**src/rtl/lc3_ctrl_pkg.sv**
```systemverilog
// Shared opcode constants, state types and instruction classifiers for the
// LC3 pipeline controller.
package lc3_ctrl_pkg;

  localparam int OPC_W = 4;

  typedef logic [OPC_W-1:0] opcode_t;

  localparam opcode_t OP_BR  = 4'b0000;
  localparam opcode_t OP_ADD = 4'b0001;
  localparam opcode_t OP_LD  = 4'b0010;
  localparam opcode_t OP_ST  = 4'b0011;
  localparam opcode_t OP_AND = 4'b0101;
  localparam opcode_t OP_LDR = 4'b0110;
  localparam opcode_t OP_STR = 4'b0111;
  localparam opcode_t OP_NOT = 4'b1001;
  localparam opcode_t OP_LDI = 4'b1010;
  localparam opcode_t OP_STI = 4'b1011;
  localparam opcode_t OP_JMP = 4'b1100;
  localparam opcode_t OP_LEA = 4'b1110;

  typedef enum logic [1:0] {
    READ  = 2'd0,
    IND   = 2'd1,
    WRITE = 2'd2,
    IDLE  = 2'd3
  } mem_state_t;

  typedef enum logic [1:0] {
    RUN,
    MEM,
    BR_WAIT
  } fsm_t;

  function automatic opcode_t opcode(input logic [15:0] instr);
    return instr[15:12];
  endfunction

  function automatic logic is_load(input logic [15:0] instr);
    return opcode(instr) inside {OP_LD, OP_LDR, OP_LDI};
  endfunction

  function automatic logic is_store(input logic [15:0] instr);
    return opcode(instr) inside {OP_ST, OP_STR, OP_STI};
  endfunction

  function automatic logic is_indirect(input logic [15:0] instr);
    return opcode(instr) inside {OP_LDI, OP_STI};
  endfunction

  function automatic logic writes_reg(input logic [15:0] instr);
    return opcode(instr) inside {OP_ADD, OP_AND, OP_NOT, OP_LEA};
  endfunction

  function automatic logic is_branch(input logic [15:0] instr);
    return opcode(instr) inside {OP_BR, OP_JMP};
  endfunction

  // Register fields: destination, first source, second source.
  function automatic logic [2:0] dst_reg(input logic [15:0] instr);
    return instr[11:9];
  endfunction

  function automatic logic [2:0] src1_reg(input logic [15:0] instr);
    return instr[8:6];
  endfunction

  // Second source exists only for the register form of ADD/AND.
  function automatic logic src2_used(input logic [15:0] instr);
    return (opcode(instr) inside {OP_ADD, OP_AND}) && !instr[5];
  endfunction

  function automatic logic [2:0] src2_reg(input logic [15:0] instr);
    return instr[2:0];
  endfunction

endpackage

```
**src/rtl/lc3_pipeline_ctrl_if.sv**
```systemverilog
// Bus between the LC3 datapath/memory handshakes and the pipeline controller.
interface lc3_pipeline_ctrl_if;
  import lc3_ctrl_pkg::*;

  logic        complete_data;
  logic        complete_instr;
  logic [15:0] IR;
  logic [2:0]  psr;
  logic [15:0] IR_Exec;
  logic [15:0] IMem_dout;
  logic [2:0]  NZP;

  logic        enable_updatePC;
  logic        enable_fetch;
  logic        enable_decode;
  logic        enable_execute;
  logic        enable_writeback;
  mem_state_t  mem_state;
  logic        br_taken;
  logic        bypass_alu_1;
  logic        bypass_alu_2;
  logic        bypass_mem_1;
  logic        bypass_mem_2;

  modport master (
    output complete_data, complete_instr, IR, psr, IR_Exec, IMem_dout, NZP,
    input  enable_updatePC, enable_fetch, enable_decode, enable_execute,
           enable_writeback, mem_state, br_taken,
           bypass_alu_1, bypass_alu_2, bypass_mem_1, bypass_mem_2
  );

  modport slave (
    input  complete_data, complete_instr, IR, psr, IR_Exec, IMem_dout, NZP,
    output enable_updatePC, enable_fetch, enable_decode, enable_execute,
           enable_writeback, mem_state, br_taken,
           bypass_alu_1, bypass_alu_2, bypass_mem_1, bypass_mem_2
  );

endinterface

```
**src/rtl/lc3_bypass_unit.sv**
```systemverilog
// Combinational hazard compare between the execute-stage producer and the
// decode-stage consumer; selects ALU or memory forwarding per source operand.
module lc3_bypass_unit
  import lc3_ctrl_pkg::*;
(
  input  logic        exe_valid,
  input  logic [15:0] ir,
  input  logic [15:0] ir_exec,
  output logic        bypass_alu_1,
  output logic        bypass_alu_2,
  output logic        bypass_mem_1,
  output logic        bypass_mem_2
);

  logic alu_src;
  logic mem_src;
  logic hit_1;
  logic hit_2;

  // Match the producer's destination against each consumer source field.
  always_comb begin
    alu_src      = exe_valid && writes_reg(ir_exec);
    mem_src      = exe_valid && is_load(ir_exec);
    hit_1        = dst_reg(ir_exec) == src1_reg(ir);
    hit_2        = src2_used(ir) && (dst_reg(ir_exec) == src2_reg(ir));
    bypass_alu_1 = alu_src && hit_1;
    bypass_alu_2 = alu_src && hit_2;
    bypass_mem_1 = mem_src && hit_1;
    bypass_mem_2 = mem_src && hit_2;
  end

endmodule

```
**src/rtl/lc3_pipeline_ctrl.sv**
```systemverilog
// LC3 pipeline sequencing controller: stage enables, memory-access sequencing
// and branch freeze/resolution.
module lc3_pipeline_ctrl
  import lc3_ctrl_pkg::*;
#(
  parameter int BR_DRAIN = 3
) (
  input  logic               clock,
  input  logic               reset,
  lc3_pipeline_ctrl_if.slave bus
);

  localparam int DW = (BR_DRAIN > 1) ? $clog2(BR_DRAIN) : 1;

  fsm_t          state, state_nx;
  mem_state_t    mem_st, mem_st_nx;
  logic          upc, upc_nx;
  logic          fetch, fetch_nx;
  logic          dec, dec_nx;
  logic          exe, exe_nx;
  logic          wb, wb_nx;
  logic          br, br_nx;
  logic          mem_load, mem_load_nx;
  logic          dec_save, dec_save_nx;   // decode enable to restore after MEM
  logic          exe_save, exe_save_nx;   // execute enable to restore after MEM
  logic [DW-1:0] drain_cnt, drain_cnt_nx;
  logic          br_in_exe;
  logic          br_cond;

  assign br_in_exe = exe && is_branch(bus.IR_Exec);
  assign br_cond   = (opcode(bus.IR_Exec) == OP_JMP) || (|(bus.NZP & bus.psr));

  // Next-state and next-enable decision for the three-state sequencer.
  always_comb begin
    // NOTE: every target gets a default first so no path leaves it unassigned (no latch).
    state_nx     = state;
    mem_st_nx    = mem_st;
    upc_nx       = upc;
    fetch_nx     = fetch;
    dec_nx       = dec;
    exe_nx       = exe;
    wb_nx        = wb;
    br_nx        = 1'b0;
    mem_load_nx  = mem_load;
    dec_save_nx  = dec_save;
    exe_save_nx  = exe_save;
    drain_cnt_nx = drain_cnt;
    unique case (state)
      RUN: begin
        if (bus.complete_instr) begin
          if (exe && (is_load(bus.IR_Exec) || is_store(bus.IR_Exec))) begin
            // Memory op wins over a branch seen at fetch; IMem_dout is re-examined on exit.
            state_nx    = MEM;
            mem_load_nx = is_load(bus.IR_Exec);
            dec_save_nx = fetch;
            exe_save_nx = dec;
            if (is_indirect(bus.IR_Exec))  mem_st_nx = IND;
            else if (is_load(bus.IR_Exec)) mem_st_nx = READ;
            else                           mem_st_nx = WRITE;
            upc_nx   = 1'b0;
            fetch_nx = 1'b0;
            dec_nx   = 1'b0;
            exe_nx   = 1'b0;
            wb_nx    = 1'b0;
          end else begin
            dec_nx = fetch;
            exe_nx = dec;
            wb_nx  = exe && writes_reg(bus.IR_Exec);
            if (fetch && is_branch(bus.IMem_dout)) begin
              state_nx     = BR_WAIT;
              drain_cnt_nx = '0;
              upc_nx       = 1'b0;
              fetch_nx     = 1'b0;
            end else begin
              upc_nx   = 1'b1;
              fetch_nx = 1'b1;
            end
          end
        end
      end
      MEM: begin
        if (bus.complete_data) begin
          if (mem_st == IND) begin
            mem_st_nx = mem_load ? READ : WRITE;
          end else begin
            state_nx  = RUN;
            mem_st_nx = IDLE;
            upc_nx    = 1'b1;
            fetch_nx  = 1'b1;
            dec_nx    = dec_save;
            exe_nx    = exe_save;
            wb_nx     = mem_load;
          end
        end
      end
      BR_WAIT: begin
        dec_nx = fetch;
        exe_nx = dec;
        wb_nx  = exe && writes_reg(bus.IR_Exec);
        if (br_in_exe || (drain_cnt == DW'(BR_DRAIN - 1))) begin
          br_nx    = br_in_exe && br_cond;
          upc_nx   = 1'b1;
          fetch_nx = 1'b1;
          state_nx = RUN;
        end else begin
          drain_cnt_nx = drain_cnt + DW'(1);
        end
      end
      default: state_nx = RUN;
    endcase
  end

  // State and enable registers; synchronous reset overrides any access in flight.
  always_ff @(posedge clock) begin
    // NOTE: non-blocking assignments so every register samples pre-edge values.
    if (reset) begin
      state     <= RUN;
      mem_st    <= IDLE;
      upc       <= 1'b1;
      fetch     <= 1'b1;
      dec       <= 1'b0;
      exe       <= 1'b0;
      wb        <= 1'b0;
      br        <= 1'b0;
      mem_load  <= 1'b0;
      dec_save  <= 1'b0;
      exe_save  <= 1'b0;
      drain_cnt <= '0;
    end else begin
      state     <= state_nx;
      mem_st    <= mem_st_nx;
      upc       <= upc_nx;
      fetch     <= fetch_nx;
      dec       <= dec_nx;
      exe       <= exe_nx;
      wb        <= wb_nx;
      br        <= br_nx;
      mem_load  <= mem_load_nx;
      dec_save  <= dec_save_nx;
      exe_save  <= exe_save_nx;
      drain_cnt <= drain_cnt_nx;
    end
  end

  assign bus.enable_updatePC  = upc;
  assign bus.enable_fetch     = fetch;
  assign bus.enable_decode    = dec;
  assign bus.enable_execute   = exe;
  assign bus.enable_writeback = wb;
  assign bus.mem_state        = mem_st;
  assign bus.br_taken         = br;

  lc3_bypass_unit u_bypass (
    .exe_valid    (exe),
    .ir           (bus.IR),
    .ir_exec      (bus.IR_Exec),
    .bypass_alu_1 (bus.bypass_alu_1),
    .bypass_alu_2 (bus.bypass_alu_2),
    .bypass_mem_1 (bus.bypass_mem_1),
    .bypass_mem_2 (bus.bypass_mem_2)
  );

endmodule
```
**src/flat_wrapper.sv**
```systemverilog
// flat-port wrapper written by rule: the top's interface ports become plain ports
module lc3_pipeline_ctrl_flat import lc3_ctrl_pkg::*;
#(
  parameter int BR_DRAIN = 3
)
  (clock, reset, bus_complete_data, bus_complete_instr, bus_IR, bus_psr, bus_IR_Exec, bus_IMem_dout, bus_NZP, bus_enable_updatePC, bus_enable_fetch, bus_enable_decode, bus_enable_execute, bus_enable_writeback, bus_mem_state, bus_br_taken, bus_bypass_alu_1, bus_bypass_alu_2, bus_bypass_mem_1, bus_bypass_mem_2);
  lc3_pipeline_ctrl_if bus_i ();
  input  logic clock;
  input  logic reset;
  input wire logic [$bits(bus_i.complete_data)-1:0] bus_complete_data;
  input wire logic [$bits(bus_i.complete_instr)-1:0] bus_complete_instr;
  input wire logic [$bits(bus_i.IR)-1:0] bus_IR;
  input wire logic [$bits(bus_i.psr)-1:0] bus_psr;
  input wire logic [$bits(bus_i.IR_Exec)-1:0] bus_IR_Exec;
  input wire logic [$bits(bus_i.IMem_dout)-1:0] bus_IMem_dout;
  input wire logic [$bits(bus_i.NZP)-1:0] bus_NZP;
  output wire logic [$bits(bus_i.enable_updatePC)-1:0] bus_enable_updatePC;
  output wire logic [$bits(bus_i.enable_fetch)-1:0] bus_enable_fetch;
  output wire logic [$bits(bus_i.enable_decode)-1:0] bus_enable_decode;
  output wire logic [$bits(bus_i.enable_execute)-1:0] bus_enable_execute;
  output wire logic [$bits(bus_i.enable_writeback)-1:0] bus_enable_writeback;
  output wire logic [$bits(bus_i.mem_state)-1:0] bus_mem_state;
  output wire logic [$bits(bus_i.br_taken)-1:0] bus_br_taken;
  output wire logic [$bits(bus_i.bypass_alu_1)-1:0] bus_bypass_alu_1;
  output wire logic [$bits(bus_i.bypass_alu_2)-1:0] bus_bypass_alu_2;
  output wire logic [$bits(bus_i.bypass_mem_1)-1:0] bus_bypass_mem_1;
  output wire logic [$bits(bus_i.bypass_mem_2)-1:0] bus_bypass_mem_2;
  assign bus_i.complete_data = bus_complete_data;
  assign bus_i.complete_instr = bus_complete_instr;
  assign bus_i.IR = bus_IR;
  assign bus_i.psr = bus_psr;
  assign bus_i.IR_Exec = bus_IR_Exec;
  assign bus_i.IMem_dout = bus_IMem_dout;
  assign bus_i.NZP = bus_NZP;
  assign bus_enable_updatePC = bus_i.enable_updatePC;
  assign bus_enable_fetch = bus_i.enable_fetch;
  assign bus_enable_decode = bus_i.enable_decode;
  assign bus_enable_execute = bus_i.enable_execute;
  assign bus_enable_writeback = bus_i.enable_writeback;
  assign bus_mem_state = bus_i.mem_state;
  assign bus_br_taken = bus_i.br_taken;
  assign bus_bypass_alu_1 = bus_i.bypass_alu_1;
  assign bus_bypass_alu_2 = bus_i.bypass_alu_2;
  assign bus_bypass_mem_1 = bus_i.bypass_mem_1;
  assign bus_bypass_mem_2 = bus_i.bypass_mem_2;
  lc3_pipeline_ctrl #(.BR_DRAIN(BR_DRAIN)) u_core (.clock(clock), .reset(reset), .bus(bus_i));
endmodule
```
**config.mk**
```make
export PLATFORM = sky130hd
export DESIGN_NAME = lc3_pipeline_ctrl_flat
export DESIGN_NICKNAME = d
export VERILOG_FILES = /design/src/rtl/lc3_ctrl_pkg.sv /design/src/rtl/lc3_pipeline_ctrl_if.sv /design/src/rtl/lc3_bypass_unit.sv /design/src/rtl/lc3_pipeline_ctrl.sv /design/src/flat_wrapper.sv
export SDC_FILE = /design/constraint.sdc
export NUM_CORES = 1
export LEC_CHECK = 0
export CORE_UTILIZATION = 32
export DETAILED_ROUTE_END_ITERATION = 10
export PLACE_DENSITY = 0.76
export SLEW_MARGIN = 20
export SYNTH_ARGS = -nofsm -noshare
export SYNTH_HDL_FRONTEND = slang
export SYNTH_SLANG_ARGS = --single-unit
```
**constraint.sdc**
```tcl
create_clock -name clock -period 1.6 [get_ports clock]
set_input_delay 0.32 -clock clock [delete_from_list [all_inputs] [get_ports clock]]
set_output_delay 0.32 -clock clock [all_outputs]
set_load 0.02 [all_outputs]
```
==> results.txt, run 1 <==
----------------------------------------------------
[Clock tree]
  Num Clock Sinks ... 14
  Clock tree from TritonCTS ... yes
  Number of H-tree levels ... 1
  Root buffer cell ... clkbuf_4
  Number of buffers on the longest clock path ... 2
  Clock latency at the later pin of the worst-skew pair ... 280 ps
  Post-CTS clock slew at the launch and capture registers of the worst setup and hold paths ... 90 ps
  Number of buffers added by the clock tree synthesis step ... 3
  Post-CTS Hold Buffers ... 0

[Timing]
  Part of the cycle the worst path needs ... 98.2%
  Post-layout min period ... 1570 ps
  Slew HR ... 81.4%
  Pin slew with the least headroom to its limit ... 278 ps
  Setup violation total in the final timing report ... 0
  Worst clock skew ... 1.68 ps
  Maximum clock frequency ... 637 MHz
  Post-Route Hold Slack ... 455 ps
  Count of final max-slew check failures ... 0
  Fin. Hold Viols ... 0

[Detailed routing]
  Detailed-route vias per instance ... 5.06
  Number of routed nets with antenna violations ... 0
  Iteration-0 DRC count of the detailed router ... 30
  Total wire length after detailed routing ... 3280 µm
  Pre-antenna DRT Iters ... 4
  Average wire per cell in the routed design ... 14.1 µm
  Remaining DRCs ... 0
  Vias post-DR ... 1173

[Global routing]
  GRT Resource Usage Total ... 19.4%
  Residual overflow from global routing ... 0
  Largest net degree at the start of global routing ... 16
  Wire length of the first global-routing pass ... 5220 µm
  Number of global-route vias before repair ... 1215
  Initial antenna violation count ... 0

[Power and ir drop]
  Power per cell area ... 554 nW/µm²
  Leakage power summed over all cells ... 0.000747 µW
  Maximum ir drop on the vdd rail ... 0.000336 V
  Total power of the final layout ... 1010 µW

[Critical path]
  End of the worst register-to-register path ... u_core.bus.enable_execute
  Worst reg2reg setup slack ... 30 ps
  WS Path Type ... reg2reg
  Largest fanout on the critical path ... 8
  Startpoint of the most critical setup path ... u_core.state[0]
  Critical path capture point type ... register
  WP data arrival ... 1750 ps
  Worst Path Required ... 1780 ps
  Maximum single-stage delay on the critical path ... 380 ps
  Cells on worst reg2reg path ... 7
  Critical Path Sink ... u_core.bus.enable_execute
  Crit path max-delay cell type ... dfxtp_4
  Launch instance of the worst register-to-register path ... u_core.state[0]
  Cell-by-cell listing of the critical path ... inv_2 -> ha_2 -> nor2b_4 -> nor4_4 -> buf_6 -> nor2_1 -> a311oi_1
  Type of origin of the critical path ... register

[Place]
  IO buf count ... 42
  Routability cong. ... 0.807
  Placed wire-length estimate ... 2500 µm

[Floorplan]
  Overall die area ... 3500 µm²
  Die span in y ... 59.1 µm
  Starting density of the core ... 33.9%
  # IOs ... 70
  Num rows ... 20
  Core Region ... 3080 µm²
  Floorplan die width ... 59.1 µm

[Outcome]
  Result of the run ... finished clean

[Yosys]
  Number of library cell types mapped by synthesis ... 48
  Count of flip-flops with a built-in enable after synthesis ... 0
  Most used flip-flop cell after synthesis ... dfxtp_1
  Largest area contributor in the synthesized netlist ... dfxtp_1
  Post-synth top cells ... dfxtp_1 (14), nor2_1 (12), a21oi_1 (9)
  FFs w/ async S/R, synth ... 0%
  Total number of yosys warnings ... 0
  Summed instance area of the synthesized netlist ... 1040 µm²
  Mapped Nets ... 181
  Flop and latch count out of synthesis ... 14
  Leading cell type by number of instances after synthesis ... dfxtp_1
  Mean instance size in the synthesized netlist ... 8.85 µm²
  Post-synthesis cell count ... 118
  Ranking of synthesized cells by area ... dfxtp_1 (27%), ha_1 (6.0%), a21oi_1 (4.3%), nor2_1 (4.3%), xnor2_1 (4.2%)
  Share of the yosys chip area belonging to registers ... 26.8%
  Synth top area share ... 26.8%

[Final layout]
  End-of-flow core utilization ... 59.1%
  Net total in the final layout ... 252
  Flip-flop and latch area ... 287 µm²
  Syn-to-layout area delta ... 74.3%
  Count of filler cells inserted in the layout ... 286
  Fraction of layout cells with a size suffix above 1 ... 41.0%
  Final antenna diode count ... 0
  Multi-input gate area in the final layout ... 837 µm²

[Hold path]
  Kind of path behind the tightest hold check ... in2reg

[Flow run]
  Count of maximum capacitance violations ... 0

----------------------------------------------------
## cells by family (layout without fill, tap and decap cells)
family | after synthesis | after routing | share of synthesized area [%]
buffers and inverters | 7 | 77 | 2.87
AND/OR/NAND/NOR | 52 | 52 | 34.1
AO/OA/AOI/OAI | 30 | 30 | 21.6
flip-flops | 14 | 14 | 26.8
multiplexers | 2 | 2 | 1.92
XOR/XNOR | 8 | 8 | 6.71
adder cells (fa/ha/maj) | 5 | 5 | 5.99
## worst max-delay path: cells and delay by family (launching register included)
family                     cells  cell delay (ps)
and+or+nand+nor                3              440
DFF                            1              380
AOI/OAI and AO/OA              1              250
buffers and inverters          2              210
adders and majority gates      1              180
## cell usage in the layout (no fill, tap or decap), types with 3 or more instances in the layout
| master | Yosys | routed |
|---|---|---|
| buf_4 | 1 | 27 |
| xnor2_1 | 5 | 5 |
| nand3_1 | 4 | 4 |
| nor2_1 | 12 | 10 |
| nor2b_1 | 3 | 3 |
| o21ai_0 | 3 | 3 |
| inv_1 | 5 | 3 |
| dfxtp_1 | 14 | 11 |
| clkdlybuf4s15_1 | 0 | 4 |
| dlygate4sd2_1 | 0 | 13 |
| clkbuf_4 | 0 | 3 |
| clkdlybuf4s50_1 | 0 | 15 |
| xor2_2 | 0 | 3 |
| nand2_1 | 4 | 3 |
| buf_2 | 0 | 3 |
| a21oi_1 | 9 | 9 |
## through the flow
step	instances	area (µm²)	setup WS (ps)	setup TNS, ps
floorplan	118	1060	7.12	0
global placement	225	1710	-708	-5440
detailed placement	225	1710	-755	-6290
CTS	231	1770	-23.2	-44.1
global route	232	1820	-43.8	-57.4
finish	232	1820	28.9	0
## metal layers
metal,track usage (%),part of all wire [%],wire (µm)
met1,23.7,42,1370
met2,36.4,52,1720
met3,3.49,5.5,181
met4,2.38,0.18,6
met5,0,0,0
## area by class of cell
cell class	instances	share of cell area (%)
Inverter	5	1.03
Tap cell	44	3.02
Sequential cell	14	15.7
Multi-Input combinational cell	97	46.0
Clock buffer	4	1.99
Timing Repair Buffer	68	32.2
## report_power, final
part | internal [µW] | total (µW) | switching [µW]
logic | 196 | 365 | 169
clock network | 139 | 262 | 123
registers | 365 | 381 | 16.7
total | 699 | 1010 | 309
## what timing repair did
action / 4_1_cts / 5_1_grt
setup buffers: 2 / 1
resized for setup: 60 / 25
pin swaps: 12 / 11
setup endpoints to repair: 19 / 14
## worst min-delay path by stage
stage                                   end  slack [ps]                 from  cells past startpoint
finish                  u_core.bus.br_taken         450      bus_IR_Exec[14]                      4
global route            u_core.bus.br_taken         470      bus_IR_Exec[15]                      4
CTS                     u_core.bus.br_taken         460      bus_IR_Exec[14]                      4
detailed placement      u_core.drain_cnt[1]         490  u_core.drain_cnt[1]                      2
global placement        u_core.drain_cnt[1]         460  u_core.drain_cnt[1]                      2
floorplan           u_core.bus.mem_state[0]         410                reset                      1
Power figures use the tool's default switching activity.
==> run 2, diff against run 1 <==
Settings changed: REMOVE_ABC_BUFFERS set to 1.
==> results.txt, run 2 (synthesis results as in run 1) <==
----------------------------------------------------
[Detailed routing]
  Vias post-DR ... 1196 (was 1173)
  Number of routed nets with antenna violations ... 0 (unchanged)
  Remaining DRCs ... 0 (unchanged)
  Detailed-route vias per instance ... 5.05 (was 5.06)
  Pre-antenna DRT Iters ... 4 (unchanged)
  Iteration-0 DRC count of the detailed router ... 45 (was 30)
  Average wire per cell in the routed design ... 13.4 µm (was 14.1 µm)
  Total wire length after detailed routing ... 3180 µm (was 3280 µm)

[Flow run]
  Count of maximum capacitance violations ... 0 (unchanged)

[Final layout]
  Count of filler cells inserted in the layout ... 275 (was 286)
  Final antenna diode count ... 0 (unchanged)
  Most frequent cells in the layout ... buf_4 (32), clkdlybuf4s50_1 (16), dlygate4sd2_1 (14) (was buf_4 (27), clkdlybuf4s50_1 (15), dlygate4sd2_1 (13))
  Most common cell after layout, fill and taps aside ... buf_4 (unchanged)
  Fraction of layout cells with a size suffix above 1 ... 39.4% (was 41.0%)
  Final instance count without filler cells ... 237 (was 232)
  Net total in the final layout ... 257 (was 252)
  Syn-to-layout area delta ... 75.7% (was 74.3%)

[Timing]
  Part of the cycle the worst path needs ... 100% (was 98.2%)
  Post-layout min period ... 1600 ps (was 1570 ps)
  Pin slew with the least headroom to its limit ... 464 ps (was 278 ps)
  Count of final max-slew check failures ... 0 (unchanged)
  Fin. Hold Viols ... 0 (unchanged)
  Maximum clock frequency ... 623 MHz (was 637 MHz)
  Crit path setup slack, layout ... -4.52 ps (was 28.9 ps)
  Slew HR ... 68.9% (was 81.4%)
  Sum of negative setup slack ... -4.52 ps (was 0 ps)
  Post-Route Hold Slack ... 421 ps (was 455 ps)
  Worst clock skew ... 9.09 ps (was 1.68 ps)
  Setup violation total in the final timing report ... 1 (was 0)
  Unrepaired setup endpoints after global routing ... yes

[Power and ir drop]
  Maximum ir drop on the vdd rail ... 0.000251 V (was 0.000336 V)
  Power per cell area ... 558 nW/µm² (was 554 nW/µm²)
  Leakage power summed over all cells ... 0.000763 µW (was 0.000747 µW)

[Critical path]
  Critical path capture point type ... register (unchanged)
  WS Path Type ... reg2reg (unchanged)
  Cell-by-cell listing of the critical path ... inv_2 -> ha_4 -> and3b_4 -> nor4_4 -> buf_6 -> buf_6 -> and3_1 -> o21bai_1 (was inv_2 -> ha_2 -> nor2b_4 -> nor4_4 -> buf_6 -> nor2_1 -> a311oi_1)
  Cell seen most often among critical-path stages ... buf_6
  WP data arrival ... 1800 ps (was 1750 ps)
  Worst Path Required ... 1800 ps (was 1780 ps)
  Crit path max-delay cell type ... dfxtp_2 (was dfxtp_4)
  Count of buffer and inverter cells on the critical path ... 3 (was 2)
  Largest fanout on the critical path ... 6 (was 8)
  Type of origin of the critical path ... register (unchanged)
  Cell type group with the largest total delay on the critical path ... simple AND/OR/NAND/NOR gates (unchanged)
  Maximum single-stage delay on the critical path ... 350 ps (was 380 ps)

[Floorplan]
  Floorplan die width ... 59.1 µm (unchanged)
  Core Region ... 3080 µm² (unchanged)
  Die span in y ... 59.1 µm (unchanged)
  Starting density of the core ... 33.9% (unchanged)
  # IOs ... 70 (unchanged)
  Overall die area ... 3500 µm² (unchanged)
  Num rows ... 20 (unchanged)

[Global routing]
  Residual overflow from global routing ... 0 (unchanged)
  Largest net degree at the start of global routing ... 12 (was 16)
  Number of global-route vias before repair ... 1194 (was 1215)
  GRT Resource Usage Total ... 18.2% (was 19.4%)
  Wire length of the first global-routing pass ... 4860 µm (was 5220 µm)
  Initial antenna violation count ... 0 (unchanged)

[Place]
  IO buf count ... 42 (unchanged)
  Placed wire-length estimate ... 2410 µm (was 2500 µm)
  Number of placed instances, taps included ... 224 (was 225)
  Routability cong. ... 0.863 (was 0.807)

[Clock tree]
  Post-CTS Hold Buffers ... 0 (unchanged)
  Clock latency at the later pin of the worst-skew pair ... 300 ps (was 280 ps)
  Num Clock Sinks ... 14 (unchanged)
  Clock tree from TritonCTS ... yes (unchanged)
  Number of buffers on the longest clock path ... 2 (unchanged)
  Number of H-tree levels ... 1 (unchanged)
  Post-CTS clock slew at the launch and capture registers of the worst setup and hold paths ... 100 ps (was 90 ps)
  Number of buffers added by the clock tree synthesis step ... 3 (unchanged)
  Root buffer cell ... clkbuf_4 (unchanged)

[Outcome]
  Violated checks ... negative setup slack
  Result of the run ... finished, violations left (was finished clean)

[Hold path]
  Kind of path behind the tightest hold check ... in2reg (unchanged)

----------------------------------------------------
==> run 2: cell type report <==
type | instances | area (µm²) | area share, %
Inverter | 5 | 18.8 | 1.02
Sequential cell | 14 | 285 | 15.5
Multi-Input combinational cell | 97 | 810 | 44.1
Timing Repair Buffer | 73 | 631 | 34.4
Clock buffer | 4 | 36.3 | 1.98
Tap cell | 44 | 55.1 | 3.00
==> run 2: worst paths after layout <==
kind                                     startpoint  slack [ps]                          to  depth (start not counted)
worst max register to register      u_core.state[1]          -5  u_core.bus.enable_updatePC                          8
worst min-delay path                bus_IR_Exec[14]         420         u_core.bus.br_taken                          4
worst max-delay path                u_core.state[1]          -5  u_core.bus.enable_updatePC                          8
worst min register to register  u_core.drain_cnt[0]         500         u_core.drain_cnt[0]                          2
==> run 2: report_power, final <==
part           leakage (µW)  switching (µW)  internal, µW
Sequential         0.000115            14.5           364
Combinational      0.000627             166           207
Clock             0.0000210             134           139
Total              0.000763             314           709
==> run 2: timing repair <==
item	CTS	global route
setup buffers	6	3
setup endpoints to repair	16	17
resized for setup	58	19
pin swaps	18	13
==> run 2: stage by stage <==
step / power, µW / instance area (µm²) / utilization (%) / setup WS [ps]
floorplan: 535 / 1030 / - / -55.1
global placement: 716 / 1670 / 54.4 / -717
detailed placement: 722 / 1670 / 54.4 / -763
CTS: 991 / 1740 / 56.6 / 3.82
global route: 1070 / 1840 / 59.6 / -81.2
finish: 1020 / 1840 / 59.6 / -4.52
==> run 2: metal layers <==
metal | global-route usage (%) | part of all wire (%)
met5 | 0 | 0
met4 | 6.46 | 1.4
met3 | 5.68 | 9.1
met2 | 34.1 | 48
met1 | 18.9 | 42
==> run 2: tightest hold or removal path, stage by stage <==
cell	delay (ps)
buf_2	100
buf_4	110
or3_1	90
a21oi_1	60
==> RTL change: new RTL, config.mk and constraints of run 2 <==
Re-encode `fsm_t` (3 states) as one-hot, 3 bits wide.
--- a/src/rtl/lc3_ctrl_pkg.sv
+++ b/src/rtl/lc3_ctrl_pkg.sv
@@ -26,10 +26,10 @@
     IDLE  = 2'd3
   } mem_state_t;
 
-  typedef enum logic [1:0] {
-    RUN,
-    MEM,
-    BR_WAIT
+  typedef enum logic [2:0] {
+    RUN     = 3'b001,
+    MEM     = 3'b010,
+    BR_WAIT = 3'b100
   } fsm_t;
 
   function automatic opcode_t opcode(input logic [15:0] instr);
Behaviour: same outputs for any inputs over 10 cycles, from zero or initial values and one cycle with reset high; not proved beyond that.
==> RTL change against run 2 <==
  * Total power fell by 14%
  * Synthesized area fell by 10%
  * Core utilization down 0.47 points
  * Sequential share of layout area up 3.0 points
  * Clock power down 20%
  * Global-route usage increased by 2.4 points
  * Critical path depth down 4
  * Count of clock-buffer cells in the layout is the same
  * Wire length fell by 2.7%
  * Worst setup slack gained 0.048 ns
  * Sequential cell count is 1 higher
  * Design area fell by 11%
==> RTL change: results <==
[setup_path]
r2r_end = "u_core.state[0]"
worst_ep_arrival_time_ns = 1.74
r2r_setup_slack_ns = 0.04
cp_max_fo = 5
reg2reg_path_depth = 4
r2r-start = "u_core.state[1]"

[min_path]
worst_hold_path.num_cells = 4
hold_path_class = "input pin to flop"
timing.hold.worst_endpoint = "u_core.bus.br_taken"
hp-start = "bus_IR_Exec[14]"

[final_layout]
design.final.nets = 239
final-instance-count-excl-fill = 210
fraction_of_layout_cells_with_a_size_suffix_above_1 = 0.291
nFillCells = 263
largest_register_ffs = 3

[routing]
drt-pass1-iter-count = 4
routed_wirelength_um = 3090
initialDrtViolationCount = 24
viasPerCell = 5.43

[sta]
clock-skew-final_ns = 0.00311
tightest_slew_ns = 0.274
setup_viol_count_final = 0

[synth]
synthesis.instances = 116
synth.area.top_cells = "dfxtp_1 (32%), xnor2_1 (7.5%), nor2_1 (6.4%)"
yosysSeqAreaShare = 0.320
synth.top_cells.by_count = "nor2_1 (16), dfxtp_1 (15), nand2_1 (11)"
async_flop_share = 0
synth_cell_types = 43

[power]
cellLeakagePower_nw = 0.631
worst_ir_drop_vdd_mv = 0.432

[run_status]
outcome = "completed"

[placed_design]
place_inst = 202
placed_area_mm2 = 0.00152
final_estimated_routing_congestion_in_global_placement = 0.782
detailed_place_hpwl_um = 2320

[global_route]
grt_pass1_vias = 1143
number_of_antenna_violations_at_the_first_check_in_global_routing = 0
track_usage = 0.206
wire_length_of_the_first_global_routing_pass_um = 5060
grt_max_degree = 19

[clock_network]
cts_htree_levels = 1
clockRootBuffer = "clkbuf_4"
cts_buf_count = 3
## RTL change: worst max path at each step
| stage | slack (ns) | start | endpoint |
|---|---|---|---|
| floorplan | 0.005 | u_core.state[2] | u_core.state[0] |
| global placement | -0.78 | bus_IR_Exec[14] | bus_bypass_alu_2 |
| detailed placement | -0.85 | bus_IR_Exec[15] | bus_bypass_alu_2 |
| CTS | 0.001 | bus_IR[5] | bus_bypass_mem_2 |
| global route | -0.04 | u_core.state[2] | u_core.bus.enable_execute |
| finish | 0.04 | u_core.state[1] | u_core.state[0] |
## RTL change: metrics by stage
stage	setup slack, ns	hold slack (ns)
after floorplan	0.00509	0.389
after global placement	-0.782	0.466
after detailed placement	-0.851	0.478
after CTS	0.00114	0.491
after global routing	-0.0424	0.445
final	0.0439	0.428
## RTL change: layer usage
layer / vias up / share of wire / track usage / wire [um]
li1: 555 / - / - / -
met1: 543 / 0.40 / 0.236 / 1230
met2: 37 / 0.53 / 0.367 / 1650
met3: 6 / 0.056 / 0.0535 / 173
met4: 0 / 0.014 / 0.0732 / 42
met5: - / 0 / 0 / 0
## RTL change: power breakdown
group	total [mW]	internal, mW	switching, mW
registers	0.397	0.386	0.0106
logic	0.262	0.143	0.119
clock network	0.219	0.0970	0.122
## RTL change: cell type report
cell class	instances	area, um^2	area share
Inverter	3	11.3	0.00690
Timing Repair Buffer	65	557	0.341
Sequential cell	15	303	0.186
Tap cell	31	38.8	0.0238
Clock buffer	4	26.3	0.0161
Multi-Input combinational cell	92	696	0.426
## RTL change: cell families after synthesis
group                    Yosys count  share of synthesized area
AND/OR/NAND/NOR                   53                      0.306
AO/OA/AOI/OAI                     28                      0.223
flip-flops                        15                      0.320
buffers and inverters              9                     0.0414
XOR/XNOR                           8                     0.0748
multiplexers                       2                     0.0214
adder cells (fa/ha/maj)            1                     0.0133
## RTL change: repair_timing
item	CTS	global route
pin swaps	15	14
setup buffers	1	3
resized for setup	62	18
setup endpoints to repair	17	13
## RTL change: critical path, cell delays in order, from the launching register on
cell	delay [ns]
dfxtp_1	0.32
or3b_4	0.40
a311o_1	0.35
a21boi_1	0.15
o31a_1	0.23
